File: src/rtl/loteria_emissor_aposta.sv
// Player-side bet sequencer: buffers a keypad ticket and replays it to the Loteria checker.
// Quick-pick tickets (LFSR-filled buffer on an empty confirm) are enabled by defining LOTERIA_SURPRESINHA_EN.
module loteria_emissor_aposta #(
    parameter int unsigned NUM_DIGITOS = 5,
    parameter int unsigned GAP         = 1,
    parameter logic [7:0]  LFSR_SEED   = 8'hA5
) (
    input  logic       clock,
    input  logic       reset,
    input  logic [3:0] digito,
    input  logic       digito_valido,
    input  logic       apaga,
    input  logic       confirma,
    output logic [3:0] numero,
    output logic       insere,
    output logic       novo_jogo,
    output logic       fim_jogo,
    output logic       ocupado,
    output logic       erro,
    output logic [2:0] qtd_digitos,
    output logic [7:0] bilhetes
);
    // qtd is held one bit wider so a full 8-digit ticket stays distinguishable from empty.
    localparam int unsigned QW = 4;
    localparam int unsigned IW = 3;
    localparam int unsigned GW = 4;
    localparam int unsigned DW = 4;
    localparam logic [QW-1:0] QTD_CHEIO = QW'(NUM_DIGITOS);
    localparam logic [IW-1:0] IDX_ULT   = IW'(NUM_DIGITOS - 1);
    localparam logic [GW-1:0] GAP_INI   = GW'(GAP);
    localparam logic [DW-1:0] MAX_DIG   = DW'(9);

    if (NUM_DIGITOS < 2 || NUM_DIGITOS > 8) begin : g_num_digitos_invalido
        $error("NUM_DIGITOS must be in 2..8");
    end
    if (GAP > 15) begin : g_gap_invalido
        $error("GAP must be in 0..15");
    end
    if (LFSR_SEED == 8'h00) begin : g_semente_invalida
        $error("LFSR_SEED must be nonzero");
    end

    typedef enum logic [2:0] {COLETA, NOVO, ENVIA, FIM, ENCERRA} estado_t;

    estado_t         estado_q, estado_d;
    logic [DW-1:0]   digitos_q [NUM_DIGITOS];
    logic [DW-1:0]   digitos_d [NUM_DIGITOS];
    logic [QW-1:0]   qtd_q, qtd_d;
    logic [IW-1:0]   idx_q, idx_d;
    logic [GW-1:0]   gap_q, gap_d;
    logic [DW-1:0]   numero_q, numero_d;
    logic            insere_q, insere_d;
    logic            novo_q, novo_d;
    logic            fim_q, fim_d;
    logic            ocupado_q, ocupado_d;
    logic            erro_q, erro_d;
    logic [7:0]      bilhetes_q, bilhetes_d;

`ifdef LOTERIA_SURPRESINHA_EN
    logic [7:0]    lfsr_q;
    logic [DW-1:0] sorteio [NUM_DIGITOS];

    // Fibonacci LFSR, taps 8,6,5,4.
    function automatic logic [7:0] lfsr_passo(input logic [7:0] s);
        return {s[6:0], s[7] ^ s[5] ^ s[4] ^ s[3]};
    endfunction

    always_ff @(posedge clock) begin
        if (!reset) begin
            lfsr_q <= LFSR_SEED;
        end else begin
            lfsr_q <= lfsr_passo(lfsr_q);
        end
    end

    // Quick-pick digits: low nibble of successive LFSR states folded into 0..9.
    always_comb begin : calc_sorteio
        logic [7:0] s;
        s = lfsr_q;
        for (int k = 0; k < int'(NUM_DIGITOS); k++) begin
            sorteio[k] = (s[3:0] > MAX_DIG) ? s[3:0] - DW'(10) : s[3:0];
            s = lfsr_passo(s);
        end
    end
`endif

    always_ff @(posedge clock) begin
        if (!reset) begin
            estado_q   <= COLETA;
            qtd_q      <= '0;
            idx_q      <= '0;
            gap_q      <= '0;
            numero_q   <= '0;
            insere_q   <= 1'b0;
            novo_q     <= 1'b0;
            fim_q      <= 1'b0;
            ocupado_q  <= 1'b0;
            erro_q     <= 1'b0;
            bilhetes_q <= '0;
            for (int k = 0; k < int'(NUM_DIGITOS); k++) begin
                digitos_q[k] <= '0;
            end
        end else begin
            estado_q   <= estado_d;
            qtd_q      <= qtd_d;
            idx_q      <= idx_d;
            gap_q      <= gap_d;
            numero_q   <= numero_d;
            insere_q   <= insere_d;
            novo_q     <= novo_d;
            fim_q      <= fim_d;
            ocupado_q  <= ocupado_d;
            erro_q     <= erro_d;
            bilhetes_q <= bilhetes_d;
            for (int k = 0; k < int'(NUM_DIGITOS); k++) begin
                digitos_q[k] <= digitos_d[k];
            end
        end
    end

    always_comb begin
        estado_d   = estado_q;
        digitos_d  = digitos_q;
        qtd_d      = qtd_q;
        idx_d      = idx_q;
        gap_d      = gap_q;
        numero_d   = numero_q;
        insere_d   = 1'b0;
        novo_d     = 1'b0;
        fim_d      = 1'b0;
        ocupado_d  = ocupado_q;
        erro_d     = 1'b0;
        bilhetes_d = bilhetes_q;

        unique case (estado_q)
            COLETA: begin
                // Digit handling first; confirma then looks at the pre-update count.
                if (apaga) begin
                    qtd_d = '0;
                end else if (digito_valido) begin
                    if (digito > MAX_DIG || qtd_q == QTD_CHEIO) begin
                        erro_d = 1'b1;
                    end else begin
                        digitos_d[qtd_q[IW-1:0]] = digito;
                        qtd_d = qtd_q + QW'(1);
                    end
                end
                if (confirma) begin
                    if (qtd_q == QTD_CHEIO) begin
                        estado_d  = NOVO;
                        ocupado_d = 1'b1;
`ifdef LOTERIA_SURPRESINHA_EN
                    end else if (qtd_q == '0) begin
                        digitos_d = sorteio;
                        qtd_d     = QTD_CHEIO;
                        estado_d  = NOVO;
                        ocupado_d = 1'b1;
`endif
                    end else begin
                        erro_d = 1'b1;
                    end
                end
            end
            NOVO: begin
                novo_d   = 1'b1;
                gap_d    = GAP_INI;
                idx_d    = '0;
                estado_d = ENVIA;
            end
            ENVIA: begin
                // Each strobe is followed by GAP idle cycles; numero holds through the gap.
                if (gap_q != '0) begin
                    gap_d = gap_q - GW'(1);
                end else begin
                    insere_d = 1'b1;
                    numero_d = digitos_q[idx_q];
                    gap_d    = GAP_INI;
                    idx_d    = idx_q + IW'(1);
                    if (idx_q == IDX_ULT) begin
                        estado_d = FIM;
                    end
                end
            end
            FIM: begin
                if (gap_q != '0) begin
                    gap_d = gap_q - GW'(1);
                end else begin
                    fim_d    = 1'b1;
                    estado_d = ENCERRA;
                end
            end
            ENCERRA: begin
                numero_d  = '0;
                ocupado_d = 1'b0;
                qtd_d     = '0;
                if (bilhetes_q != 8'hFF) begin
                    bilhetes_d = bilhetes_q + 8'd1;
                end
                estado_d = COLETA;
            end
            default: estado_d = COLETA;
        endcase
    end

    assign numero      = numero_q;
    assign insere      = insere_q;
    assign novo_jogo   = novo_q;
    assign fim_jogo    = fim_q;
    assign ocupado     = ocupado_q;
    assign erro        = erro_q;
    assign qtd_digitos = qtd_q[2:0];
    assign bilhetes    = bilhetes_q;

endmodule
File: config.mk
export PLATFORM = sky130hd
export DESIGN_NAME = loteria_emissor_aposta
export DESIGN_NICKNAME = d
export VERILOG_FILES = /design/src/rtl/loteria_emissor_aposta.sv
export SDC_FILE = /design/constraint.sdc
export NUM_CORES = 1
export LEC_CHECK = 0
export ABC_AREA = 1
export BUFFER_PORTS_ARGS = -buffer_cell sky130_fd_sc_hd__buf_2
export CAP_MARGIN = 20
export CORE_MARGIN = 5
export CORE_UTILIZATION = 25
export DETAILED_ROUTE_END_ITERATION = 7
export PLACE_DENSITY = 0.44
export SKIP_CTS_REPAIR_TIMING = 1
export SLEW_MARGIN = 20
export SYNTH_ARGS = -nofsm -noshare
export SYNTH_HDL_FRONTEND = slang
export SYNTH_SLANG_ARGS = --single-unit
File: constraint.sdc
create_clock -name clock -period 3.2 [get_ports clock]
set_input_delay 0.48 -clock clock [delete_from_list [all_inputs] [get_ports clock]]
set_output_delay 0.48 -clock clock [all_outputs]
set_load 0.03 [all_outputs]
## After elaboration in Yosys (flattened, before gate mapping)

Index checks and enable logic that the tools add are counted.

- Output and inout bits: 20
- Word-level logic and storage cells: 95
- Flip-flop bits (word level): 51

- $lt $le $gt $ge: 4
- Equality and inequality tests: 15
- Bitwise logic cells: 4
- $add $sub $neg: 4
- Multiplexer cells: 33
- Reductions and logical operators: 19

Operators by type and width:

| cell | count |
|---|---|
| 2-to-1 mux 4 bit | 9 |
| bitwise mux 20 bit | 1 |
| 2-to-1 mux 3 bit | 6 |
| one-hot mux 4 bit (2 select lines) | 2 |
| AND reduction 2 bit | 7 |
| binary-select mux 4 bit (select 3 bit) | 1 |
| demux 4 bit (select 3 bit) | 1 |
| != test 2 bit, second input constant | 6 |
| one-hot mux 3 bit (4 select lines) | 1 |
| one-hot mux 4 bit (3 select lines) | 1 |
| 2-to-1 mux 1 bit | 9 |
| adder 8 x 1 -> 8 bit, second input constant | 1 |
| greater-or-equal comparator 4 bit, second input constant | 2 |
| != test 8 bit, second input constant | 1 |
| inverter 3 -> 4 bit | 2 |
| equality test 3 x 2 -> 1 bit, second input constant | 2 |
| equality test 3 bit, second input constant | 2 |
| != test 3 bit, second input constant | 2 |
| one-hot mux 3 bit (2 select lines) | 1 |
| AND reduction 3 bit | 2 |
| nonzero test 2 bit | 3 |
| AND reduction 5 bit | 1 |
| adder 4 x 1 -> 4 bit, second input constant | 1 |
| equality test 4 x 3 -> 1 bit, second input constant | 1 |
| 13 further kinds | 14 |

## Depth between registers and ports, before layout

- Word-level depth: 7
- Mapped depth: 9
- Depth with buffers taken out: 9

## Worst setup path before layout

OpenSTA, ideal clock, no wires.

- Path type: register to register
- Start point: register bilhetes_q[0] (netlist: bilhetes[0])
- End point: register bilhetes_q[2] (netlist: bilhetes[2])
- Arrival time: 1491 ps
- Slack: 1593 ps
- Buffers on the path: 0
- Stages on the path, launching flop included: 9
- Setup time: 116 ps
- Clock period less this slack: 1607 ps
- Required time: 3084 ps
- Cell sequence: dfxtp_1 ha_1 nand2_1 nor2_1 nand3_1 nand2_4 inv_1 a21oi_1 nor2_1

- Cells in the longest elaborated chain, start to end: 2
- Elaborated cells on any way between the ends: 3

Ends and longest elaborated chain:

| element | line | source |
|---|---|---|
| start, declared | 57 | `logic [7:0] bilhetes_q, bilhetes_d;` |
| start signal, assigned | 114 | `bilhetes_q <= bilhetes_d;` |
| parallel branches: the longest is 2 deep, another holds adder 8 x 1 -> 8 bit | -- |  |

Parallel ways; which one is timed is not known.
A chain may end at the register's enable or synchronous reset.

## Worst setup path in the final report

- Start point: register qtd_q[1]
- End point: register digitos_q[6] (netlist name)

- Cells in the longest elaborated chain, start to end: 6
- Elaborated cells on any way between the ends: 11

Ends and longest elaborated chain:

| element | line | source |
|---|---|---|
| start, declared | 48 | `logic [QW-1:0] qtd_q, qtd_d;` |
| start signal, assigned | 105 | `qtd_q <= qtd_d;` |
| inverter 3 -> 4 bit (implied by the code) | 144 | `digitos_d[qtd_q[IW-1:0]] = digito;` |
| greater-or-equal comparator 4 bit (implied by the code) / less-than comparator 4 x 1 -> 1 bit (equally long branches) | 144 |  |
| logical AND 1 bit (implied by the code) | 144 |  |
| 2-to-1 mux 4 bit (implied by the code) | 144 |  |
| demux 4 bit (select 3 bit) | 144 |  |
| bitwise mux 20 bit | 144 |  |
| end signal, assigned by index | 116 | `digitos_q[k] <= digitos_d[k];` |
| end, declared | 46 | `logic [DW-1:0] digitos_q [NUM_DIGITOS];` |

Several ways; a longest one is shown, not always the timed one.

==> impl_metrics.env <==
export IMPL_cp_slowest_cell="dfxtp_1"
export IMPL_status="complete, no violations"
export IMPL_worst_ir_drop_vdd_mv=0.179
export IMPL_holdPathStages=2
export IMPL_worstMarginPinSlew_ns=0.651
export IMPL_syn_cell_area_um2=2640
export IMPL_grt_pass1_wl_um=10800
export IMPL_slowest_delay_ns=0.51
export IMPL_port_buffers=28
export IMPL_worstSetupPathDepth=8
export IMPL_async_flop_share=0
export IMPL_antenna_found_initial=0
export IMPL_synth_top_area_frac=0.386
export IMPL_first_global_vias=2259
export IMPL_yosysWarnings=0
export IMPL_h_tree_depth=2
export IMPL_num_antenna_cells=0
export IMPL_crit_type="reg2reg"
export IMPL_grt_use_total=0.104
export IMPL_core_um2=10300
export IMPL_die_y_um=113
export IMPL_skew_ns=0.00735
export IMPL_start_kind="flip-flop"
export IMPL_setup_tns_final_ns=0
export IMPL_ant_nets=0
export IMPL_p_leak_uw=0.00123
export IMPL_grt_max_degree=27
export IMPL_synth_largest_area_cell="dfxtp_1"
export IMPL_syn_num_nets=392
export IMPL_critPathMaxFanout=26
export IMPL_hold_path_class="reg2reg"
export IMPL_cts_made_buffers=5
export IMPL_clk_pin_slew_ns=0.10
export IMPL_hold_violations=0
export IMPL_cts_sinks=51
export IMPL_finalSetupViolations=0
export IMPL_synthMostInstantiatedCell="nand2_1"
export IMPL_ys_top_cells_by_count="97 x nand2_1, 51 x dfxtp_1, 44 x a21oi_1"
export IMPL_worst_ep_arrival_time_ns=2.04
export IMPL_synthToLayoutAreaGrowth_pct=12.7
export IMPL_rows=37
export IMPL_cts_max_path_buffers=2
export IMPL_ys_ff_latch=51
export IMPL_cts_root_buf="clkbuf_8"
export IMPL_path_cells="inv_1, ha_1, nand3_1, nand2_1, inv_2, nand3_1, nand2_1, a21oi_1"
export IMPL_fmaxAchievable_mhz=534
export IMPL_fin_nets=414
export IMPL_final_layout_size_suffix_gt1_frac=0.145
export IMPL_start_util=0.256
export IMPL_path_delay_family="simple AND/OR/NAND/NOR gates"
export IMPL_max_slew_margin=0.565
export IMPL_drtPass1Iterations=4
export IMPL_nFillCells=1149
export IMPL_die_x_um=113
export IMPL_globalplace_congestion=0.879
export IMPL_die_area_um2=12700
export IMPL_clk_latency_ns=0.31
export IMPL_cts_tree="yes"
export IMPL_yosysUniqueCellTypes=28
export IMPL_drc_errors=0
export IMPL_yosysSeqAreaShare=0.386
export IMPL_slew_viol_final=0
export IMPL_fin_crit_sh=0.585
export IMPL_dp_cells=527
export IMPL_multiInputGateArea_um2=1380
export IMPL_syn_inst=376
export IMPL_critical_path_required_ns=3.37
export IMPL_rsz0062_at_grt="no"
export IMPL_power_density_nw_per_um2=481
export IMPL_cp_buffers_inverters=2
export IMPL_synth_edf_count=0
export IMPL_wire_per_inst_um=12.2
export IMPL_vias=2413
export IMPL_grt_ovfl_total=0
export IMPL_ys_flop_type="dfxtp_1"
export IMPL_drv_cap=0
export IMPL_final_cells=535
export IMPL_synth_area_per_cell_um2=7.03
export IMPL_fin_crit_ns=1.87
export IMPL_wirelength_um=6510
export IMPL_avgViaCountPerCell=4.51
export IMPL_ios=29
export IMPL_hpwl_um=5040
export IMPL_drt_initial_drc_count=146
export IMPL_ff_latch_area_um2=1020
export IMPL_synth_area_leaders="dfxtp_1 39%, nand2_1 14%, a21oi_1 8.3%"
export IMPL_end_kind="flip-flop"
export IMPL_reg2reg_depth=8
[worst min-delay path: stages (launching register included)]
cell and delay (ns):
dfxtp_1 0.32, nand2_1 0.06, a21oi_1 0.05
[final timing paths]
path | start | end | slack [ns]
min reg2reg | numero[2] | numero[2] | 0.46
min | numero[2] | numero[2] | 0.46
max reg2reg | qtd_q[1] | digitos_q[6] | 1.33
max | qtd_q[1] | digitos_q[6] | 1.33
[cell usage in the layout (no fill, tap or decap), types with 7 or more instances in the layout]
cell	count
nand2_1	97
dfxtp_1	51
a21oi_1	44
nor2_1	36
nand3_1	34
inv_1	32
buf_2	28
nand4_1	23
o21ai_0	8
ha_1	7
[power by group]
part | switching (uW) | internal (uW) | total [uW]
Sequential | 30.4 | 664 | 694
Clock | 226 | 233 | 460
Combinational | 197 | 81.5 | 279
[state kept, by name (all words and copies together) (netlist names)]
register	cells
ocupado	1
erro	1
insere	1
qtd_q	4
estado_q	3
numero	4
idx_q	3
novo_jogo	1
fim_jogo	1
bilhetes	8
digitos_q	20
gap_q	4
[cells by family after synthesis]
logic type / after synthesis / share of synthesized area
buffers and inverters: 52 / 0.0904
XOR/XNOR: 2 / 0.00663
AO/OA/AOI/OAI: 54 / 0.104
AND/OR/NAND/NOR: 210 / 0.380
flip-flops: 51 / 0.386
adder cells (fa/ha/maj): 7 / 0.0331
[metal layers]
metal,track usage,share of wire,vias up
li1,-,-,1278
met1,0.140,0.51,1095
met2,0.167,0.44,36
met3,0.0235,0.042,4
met4,0.0288,0.012,0
met5,0,0,-
[through the flow]
| step | hold slack (ns) | area [um^2] | worst slack, ns | util | total power, uW |
|---|---|---|---|---|---|
| after detailed placement | 0.453 | 2870 | 1.32 | 0.278 | 991 |
| after floorplan | 0.441 | 2640 | 1.59 | - | 933 |
| after global routing | 0.472 | 2980 | 1.11 | 0.289 | 1520 |
| final | 0.465 | 2980 | 1.33 | 0.289 | 1430 |
| after CTS | 0.467 | 2980 | 1.31 | 0.289 | 1450 |
| after global placement | 0.446 | 2870 | 1.40 | 0.278 | 991 |
[final cells by class]
type	count	share of cell area
clock buffers	5	0.0231
repair buffers	29	0.0495
multi-input cells	273	0.464
well taps	136	0.0571
clock inverters	3	0.0147
flip-flops and latches	51	0.343
inverters	38	0.0487
Power figures use the tool's default switching activity.
